File: config.mk
export PLATFORM = sky130hd
export DESIGN_NAME = spmv_mem_req_arbiter
export DESIGN_NICKNAME = d
export VERILOG_FILES = /design/src/rtl/spmv_mem_req_arbiter.sv
export SDC_FILE = /design/constraint.sdc
export NUM_CORES = 2
export LEC_CHECK = 0
export BUFFER_PORTS_ARGS = -buffer_cell sky130_fd_sc_hd__buf_2
export CORE_MARGIN = 2
export CORE_UTILIZATION = 54
export DETAILED_ROUTE_END_ITERATION = 7
export PLACE_DENSITY = 0.87
export REMOVE_ABC_BUFFERS = 1
export SYNTH_ARGS = -nofsm -noshare
export SYNTH_HDL_FRONTEND = slang
export SYNTH_SLANG_ARGS = --single-unit
File: constraint.sdc
create_clock -name clk -period 10.79 [get_ports clk]
set_clock_uncertainty 0.15 [all_clocks]
set_input_delay 0.5395 -clock clk [delete_from_list [all_inputs] [get_ports clk]]
set_output_delay 0.5395 -clock clk [all_outputs]
set_load 0.02 [all_outputs]
File: src/rtl/spmv_mem_req_arbiter.sv
// rtl/spmv_mem_req_arbiter.sv - N-channel memory request arbiter with store pointer and response router
//
// Ports:
//   clk, rst_n            clock, asynchronous active-low reset
//   ch_valid/ch_ready     per-channel request handshake (ready is a combinational one-hot grant)
//   ch_st, ch_use_ptr     per-channel store flag and "take address from store pointer" flag
//   ch_addr, ch_d_or_tag  per-channel address and store data / load user tag (packed by channel)
//   st_base_ld/base/end   load the store pointer and its exclusive end address
//   req_mem_*             registered request to the memory port, req_mem_stall back-pressure
//   rsp_mem_*             load response from memory, routed to rsp_push/rsp_q/rsp_tag
//   st_drop_cnt           saturating count of pointer stores dropped at the end address
//   idle                  nothing queued, staged or requested
module spmv_mem_req_arbiter #(
    parameter int NUM_CH  = 4,
    parameter int ADDR_W  = 48,
    parameter int DATA_W  = 64,
    parameter int TAG_W   = 2,
    parameter int Q_DEPTH = 16,
    parameter int RR      = 1,
    localparam int CH_W   = (NUM_CH > 1) ? $clog2(NUM_CH) : 1
) (
    input  logic                     clk,
    input  logic                     rst_n,
    input  logic [NUM_CH-1:0]        ch_valid,
    output logic [NUM_CH-1:0]        ch_ready,
    input  logic [NUM_CH-1:0]        ch_st,
    input  logic [NUM_CH-1:0]        ch_use_ptr,
    input  logic [NUM_CH*ADDR_W-1:0] ch_addr,
    input  logic [NUM_CH*DATA_W-1:0] ch_d_or_tag,
    input  logic                     st_base_ld,
    input  logic [ADDR_W-1:0]        st_base,
    input  logic [ADDR_W-1:0]        st_end,
    output logic                     req_mem_ld,
    output logic                     req_mem_st,
    output logic [ADDR_W-1:0]        req_mem_addr,
    output logic [DATA_W-1:0]        req_mem_d_or_tag,
    input  logic                     req_mem_stall,
    input  logic                     rsp_mem_push,
    input  logic [TAG_W+CH_W-1:0]    rsp_mem_tag,
    input  logic [DATA_W-1:0]        rsp_mem_q,
    output logic [NUM_CH-1:0]        rsp_push,
    output logic [DATA_W-1:0]        rsp_q,
    output logic [TAG_W-1:0]         rsp_tag,
    output logic [15:0]              st_drop_cnt,
    output logic                     idle
);
    localparam int QAW   = $clog2(Q_DEPTH);
    localparam int CNT_W = QAW + 1;
    localparam int EW    = 1 + ADDR_W + DATA_W;

    logic [NUM_CH-1:0] eligible, grant;
    logic [CH_W-1:0]   rr_ptr, grant_idx;
    logic              grant_any;
    logic              g_st, g_use_ptr;
    logic [ADDR_W-1:0] g_addr;
    logic [DATA_W-1:0] g_d;

    logic              stall_r;
    logic              stg_valid, stg_st;
    logic [ADDR_W-1:0] stg_addr;
    logic [DATA_W-1:0] stg_d;
    logic [ADDR_W-1:0] st_ptr, st_end_r;

    logic [EW-1:0]     q_mem [Q_DEPTH];
    logic [QAW-1:0]    q_wr, q_rd;
    logic [CNT_W-1:0]  q_count, held;
    logic              full_guard, from_q, out_fire, q_push, q_pop;
    logic [EW-1:0]     stg_entry, out_entry;

    logic              ptr_store, st_drop;
    logic [ADDR_W-1:0] stage_addr;
    logic [DATA_W-1:0] stage_d;
    logic [CH_W-1:0]   rsp_ch;
    logic              rsp_ok;

    // Headroom of two: one staged entry plus one cycle where stall_r lags the port.
    assign held       = q_count + CNT_W'(stg_valid);
    assign full_guard = held >= CNT_W'(Q_DEPTH - 2);
    assign eligible   = ch_valid & {NUM_CH{~full_guard}};
    assign ch_ready   = grant;

    always_comb begin : arb
        int              idx;
        logic [CH_W-1:0] sel;
        grant     = '0;
        grant_idx = '0;
        grant_any = 1'b0;
        idx       = 0;
        sel       = '0;
        for (int i = 0; i < NUM_CH; i++) begin
            idx = (RR != 0) ? ((int'(rr_ptr) + i) % NUM_CH) : i;
            sel = CH_W'(idx);
            if (!grant_any && eligible[sel]) begin
                grant_any = 1'b1;
                grant[sel] = 1'b1;
                grant_idx = sel;
            end
        end
    end

    always_comb begin
        g_st      = 1'b0;
        g_use_ptr = 1'b0;
        g_addr    = '0;
        g_d       = '0;
        for (int k = 0; k < NUM_CH; k++) begin
            if (grant[k]) begin
                g_st      = ch_st[k];
                g_use_ptr = ch_use_ptr[k];
                g_addr    = ch_addr[k*ADDR_W +: ADDR_W];
                g_d       = ch_d_or_tag[k*DATA_W +: DATA_W];
            end
        end
    end

    // A pointer store at the end address is consumed but never reaches the queue.
    assign ptr_store  = grant_any & g_st & g_use_ptr;
    assign st_drop    = ptr_store & (st_ptr == st_end_r);
    assign stage_addr = ptr_store ? st_ptr : g_addr;
    assign stage_d    = g_st ? g_d : DATA_W'({g_d[TAG_W-1:0], grant_idx});

    // The staged entry bypasses the queue when the queue is empty, giving
    // accept-to-strobe latency of two cycles; otherwise it joins the tail.
    assign stg_entry = {stg_st, stg_addr, stg_d};
    assign from_q    = q_count != '0;
    assign out_fire  = ~stall_r & (from_q | stg_valid);
    assign q_push    = stg_valid & (from_q | stall_r);
    assign q_pop     = out_fire & from_q;
    assign out_entry = from_q ? q_mem[q_rd] : stg_entry;

    assign rsp_ch = rsp_mem_tag[CH_W-1:0];
    assign rsp_ok = rsp_mem_push && (int'(rsp_ch) < NUM_CH);

    assign idle = ~from_q & ~stg_valid & ~(|ch_valid);

    always_ff @(posedge clk) begin
        if (q_push) begin
            q_mem[q_wr] <= stg_entry;
        end
    end

    always_ff @(posedge clk or negedge rst_n) begin
        if (!rst_n) begin
            stall_r          <= 1'b0;
            rr_ptr           <= '0;
            stg_valid        <= 1'b0;
            stg_st           <= 1'b0;
            stg_addr         <= '0;
            stg_d            <= '0;
            st_ptr           <= '0;
            st_end_r         <= '0;
            st_drop_cnt      <= '0;
            q_wr             <= '0;
            q_rd             <= '0;
            q_count          <= '0;
            req_mem_ld       <= 1'b0;
            req_mem_st       <= 1'b0;
            req_mem_addr     <= '0;
            req_mem_d_or_tag <= '0;
            rsp_push         <= '0;
            rsp_q            <= '0;
            rsp_tag          <= '0;
        end else begin
            stall_r <= req_mem_stall;

            if (grant_any && RR != 0) begin
                rr_ptr <= (grant_idx == CH_W'(NUM_CH - 1)) ? '0 : grant_idx + CH_W'(1);
            end

            stg_valid <= grant_any & ~st_drop;
            if (grant_any) begin
                stg_st   <= g_st;
                stg_addr <= stage_addr;
                stg_d    <= stage_d;
            end

            // A base load wins over the increment; a same-cycle store used the old pointer.
            if (st_base_ld) begin
                st_ptr   <= st_base;
                st_end_r <= st_end;
            end else if (ptr_store && !st_drop) begin
                st_ptr <= st_ptr + ADDR_W'(8);
            end
            if (st_drop && st_drop_cnt != 16'hFFFF) begin
                st_drop_cnt <= st_drop_cnt + 16'd1;
            end

            if (q_push) q_wr <= q_wr + QAW'(1);
            if (q_pop)  q_rd <= q_rd + QAW'(1);
            q_count <= q_count + CNT_W'(q_push) - CNT_W'(q_pop);

            req_mem_ld <= out_fire & ~out_entry[EW-1];
            req_mem_st <= out_fire & out_entry[EW-1];
            if (out_fire) begin
                req_mem_addr     <= out_entry[DATA_W +: ADDR_W];
                req_mem_d_or_tag <= out_entry[DATA_W-1:0];
            end

            rsp_push <= rsp_ok ? (NUM_CH'(1) << rsp_ch) : '0;
            if (rsp_ok) begin
                rsp_q   <= rsp_mem_q;
                rsp_tag <= rsp_mem_tag[TAG_W+CH_W-1:CH_W];
            end
        end
    end
endmodule
-- Word level (Yosys, flattened, before mapping)
Memory sizes are Yosys's and may differ from the RTL's.
Index checks and enable logic that the tools add are counted.
- bits of input ports: 629
- register bits: 426
- memories kept: 1
- bits in writable memories: 1808
- reductions and logical operators: 16
- muxes and demuxes: 53
- add/subtract/negate cells: 11
- eq/ne operators: 3
- order comparisons: 9
- bitwise operators: 24
- shift-type cells: 1
- memories (memory ; depth ; width ; rd ports ; clocked after memory_dff ; wr ports ; RTL line ; RTL):
    q_mem ; 16 ; 113 ; 1 ; 0 ; 1 ; 64 ; logic [EW-1:0] q_mem [Q_DEPTH];
- operator list (kind ; number):
    48-bit 2-to-1 mux ; 7
    64-bit 2-to-1 mux ; 5
    113-bit 2-to-1 mux ; 1
    48-bit by 4-bit adder with 48-bit output (second input constant) ; 1
    48-bit == test ; 1
    1-bit 2-to-1 mux ; 22
    4-bit 2-to-1 mux ; 5
    16-bit by 1-bit adder with 16-bit output (second input constant) ; 1
    16-bit != test (second input constant) ; 1
    2-bit by 3-bit less-than comparator with 1-bit output (second input constant) ; 4
    4-bit OR ; 3
    1-bit AND ; 11
    5-bit by 1-bit adder with 5-bit output ; 2
    2-bit 2-to-1 mux ; 5
    1-bit logical AND ; 9
    4-bit by 1-bit adder with 4-bit output (second input constant) ; 2
    1-bit binary-select mux with 2-bit select ; 4
    1-bit demux with 2-bit select ; 4
    2-bit by 1-bit >= comparator with 1-bit output (second input constant) ; 4
    1-bit inverter ; 7
    5-bit by 4-bit >= comparator with 1-bit output (second input constant) ; 1
    5-bit nonzero test ; 1
    5-bit by 1-bit subtractor with 5-bit output ; 1
    2-bit by 1-bit adder with 2-bit output (second input constant) ; 2
    8 further kinds ; 13

-- Logic depth before layout (Yosys ltp)
- depth in word-level cells: 27
- mapped depth: 18
- gate-level depth less buffers: 15

-- Least setup slack after synthesis
No wires, ideal clock.
- kind: register to register
- from: register q_count[2]
- to: memory q_mem[3][0] (netlist name) (enable)
- arrival time: 9154 ps
- data required time: 9917 ps
- stages on the path, launching flop included: 9
- path slack: 763 ps
- buffers on the path: 2
- clock period less this slack: 10027 ps
- setup time: 723 ps
- cell sequence: dfrtp_1 > inv_1 > ha_1 > nand3_1 > clkbuf_1 > o21a_1 > clkbuf_1 > nand2_1 > nor3_1
- longest elaborated chain between the ends: 5
- RTL lines (element ; RTL line ; RTL):
    from (decl) ; 66 ; logic [CNT_W-1:0] q_count, held;
    from (signal assigned) ; 190 ; q_count <= q_count + CNT_W'(q_push) - CNT_W'(q_pop);
    5-bit nonzero test ; 125 ; assign from_q = q_count != '0;
    1-bit OR ; 127 ; assign q_push = stg_valid & (from_q | stall_r);
    1-bit AND ; 127 ;
    1-bit 2-to-1 mux ; 137 ; if (q_push) begin
    1-bit 2-to-1 mux (implied by the code) ; 138 ; q_mem[q_wr] <= stg_entry;
    to (decl) ; 64 ;
Every way passes these cells.

==> impl_metrics.toml <==
[outcome]
run_status = "finished with violations"
violations = "DRC"

[finish]
areaGrowthSynthToFinish_pct = 19.7
finalInstanceArea_um2 = 107000
area_used_by_multi_input_combinational_logic_um2 = 23600
nets = 6541
utilization_pct = 65.0
post_route_cells_drive_above_1_share_pct = 32.8
sequential_cell_area_um2 = 65000
fillers = 10220

[clock_tree]
clock_sink_count = 2234
clock_tree.root_cell = "clkbuf_16"
cts_tree = "done"
path_clk_slew_ps = 60
postCtsHoldBufs = 345
numCtsBuffers = 214
post_cts_buffers = 0
worstSkewPairLatency_ps = 890
cts-root-to-sink-buffers = 3
cts_max_level = 4
post_cts_resize_count = 0

[timing]
timing.slew.headroom_pct = 16.6
rsz_0062_raised_after_global_routing = "false"
setup_slack_of_the_critical_path_after_layout_ps = 3830
finalCritPeriodShare_pct = 64.5
totalNegativeSetupSlack_ps = 0
final-hold-violation-count = 0
worst_pin_slew_ps = 1250
worst_hold_slack_ps = 2.88
timing.final.crit_period_ps = 6960
achievable-frequency_mhz = 144
final_setup_violation_count = 0
drv_slew = 0

[place]
half_perimeter_wire_length_after_detailed_placement_mm = 152
placed_area_um2 = 96300
detailedPlace.worstSlack_ps = 4180
gp_congestion = 0.921
place.port_buffers = 833

[routing]
dr.pass1.iters = 8
avgViaCountPerCell = 6.81
drc = 90
postRouteWirelength_mm = 294
detail_route.iter0.violations = 8461
total_via_count_in_the_routed_design = 56428
ant_nets = 0
drt-wirelength-per-cell_um = 35.5

[worst_hold_path]
hold_path.class = "input pin to flip-flop"

[die]
io-pin-count = 834
die_y_um = 412
initial_cell_density_of_the_core_pct = 54.4
die_area_um2 = 169000
floorplan.core_area_um2 = 165000
chipWidth_um = 412
core.rowCount = 149

[logic_synthesis]
synthDistinctLibCells = 65
yosys_register_bits = 2234
yosysSeqAreaShare_pct = 72.4
ys.flop_type = "edfxtp_1"
per_instance_average_area_after_synthesis_um2 = 18.9
netlist_area_um2 = 89700
async_flop_share_pct = 19.1
syn-instance-count = 4733
yosys_warnings = 0
synth-edff-count = 1808

[power]
powerDensity_nw_per_um2 = 293
ir_worst_vdd_mv = 0.242
leakage_nw = 38.4

[global_route]
grt_start_max_net_pins = 161
grt_remaining_overflow = 0
first_pass_grt_wire_length_mm = 412
grt_pass1_vias = 58492
antenna_violations_before_repair = 23
total_grt_usage_pct = 34.5

[setup_path]
critPathKind = "flip-flop to primary output"
timing.critical_path.arrival_ps = 6270
critical_path.startpoint_type = "flip-flop"
cp_data_required_time_ps = 10100
critical_path_peak_fanout = 67
setup.worst_path.end_class = "primary output"

[run]
max-cap-violations = 0
==> metal layers <==
metal  wire (µm)  GRT usage [%]  up-vias
met1       94100           41.2    28440
met2      139000           54.7     5115
met4       25400           25.0       18
li1            -              -    21649
met5         113              0        -
met3       34900           9.07     1206
==> worst max-delay path, cell delays in order (launching register included) <==
cell,delay [ps]
dfrtp_1,720
inv_1,180
ha_1,480
mux4_2,620
nand2_1,100
o21ai_0,90
o21ai_0,250
and2_4,650
buf_4,870
inv_6,450
buf_4,520
buf_2,320
==> logic make-up (layout without fill, tap and decap cells) <==
| kind of cell | after synthesis | count (layout) | synth area share [%] |
|---|---|---|---|
| AOI/OAI and AO/OA | 692 | 692 | 5.09 |
| and+or+nand+nor | 543 | 543 | 2.77 |
| other | 0 | 14 | 0 |
| muxes | 805 | 805 | 17.1 |
| xor gates and xnor gates | 80 | 80 | 0.781 |
| DFF | 2234 | 2234 | 72.4 |
| adders and majority gates | 23 | 23 | 0.329 |
| buffers and inverters | 356 | 1703 | 1.53 |
==> sequential cells by signal, summed over array words and instances, names as in the netlist, 2 cells and up, named ones only <==
register	cells
q_count	5
rsp_push	4
req_mem_addr	48
q_mem	1808
st_ptr	48
q_wr	4
stg_d	64
stg_addr	48
rsp_q	64
req_mem_d_or_tag	64
q_rd	4
st_drop_cnt	16
st_end_r	48
rsp_tag	2
==> Yosys cell counts, drive strengths merged (43+ instances only) <==
cell | count | share of area [%]
a21oi | 64 | 0.36
a221o | 63 | 0.70
a221oi | 54 | 0.53
a31oi | 43 | 0.32
a32oi | 60 | 0.59
buf | 78 | 0.36
clkbuf | 245 | 1.0
dfrtp | 426 | 12
edfxtp | 1808 | 61
mux2 | 122 | 1.5
mux2i | 115 | 1.3
mux4 | 568 | 14
nand2 | 260 | 1.1
nor2 | 124 | 0.52
o211ai | 51 | 0.43
o21ai | 304 | 1.7
xnor2 | 63 | 0.62
==> worst paths after layout <==
check,start,endpoint,slack (ps),cells after the start
worst max-delay path,flip-flop,ch_ready[2],3830,11
worst min-delay path,ch_addr[164],stg_addr[20],3,3
worst max register to register,flip-flop,stg_addr[39],3870,14
worst min register to register,req_mem_addr[18],req_mem_addr[18],320,2
max in group asynchronous,rst_n,req_mem_d_or_tag[35],8140,4
min in group asynchronous,rst_n,st_drop_cnt[13],110,2
==> where the power goes <==
group	leakage [nW]	total, mW	internal, mW	switching, mW
Clock	3.61	7.97	4.49	3.48
Sequential	21.7	13.1	11.4	1.63
Combinational	13.1	10.4	4.38	6.04
Total	38.4	31.4	20.3	11.1
==> metrics by stage <==
step / total power, mW / std cells
6_report: 31.4 / 8283
5_1_grt: 32.4 / 8274
3_5_place_dp: 22.6 / 7516
3_3_place_gp: 22.1 / 7516
4_1_cts: 31.0 / 8268
2_1_floorplan: 20.5 / 4410
==> final cells by class <==
class	count	share of cell area, %
Clock buffer	281	5.45
Antenna cell	14	0.0326
Inverter	33	0.128
Multi-Input combinational cell	2143	22.0
Tap cell	2189	2.55
Clock inverter	126	1.52
Sequential cell	2234	60.5
Timing Repair Buffer	1263	7.83
==> cells in the final DEF, fill, tap and decap left out, drive strengths merged, types with 15 or more instances in the layout <==
master,instances
clkbuf,281
buf,917
a221oi,54
a221o,63
nand3,29
mux2,122
xor2,17
ha,22
nand4,22
a31oi,43
or3,15
xnor2,63
o31ai,32
dfrtp,426
nand2,260
o21ai,304
or4,31
mux4,568
nor2,124
o211ai,51
bufinv,26
mux2i,115
a32oi,60
inv,41
clkinv,78
dlygate4sd3,346
edfxtp,1808
a21oi,64
No activity file was read; power rests on OpenSTA's default activity.
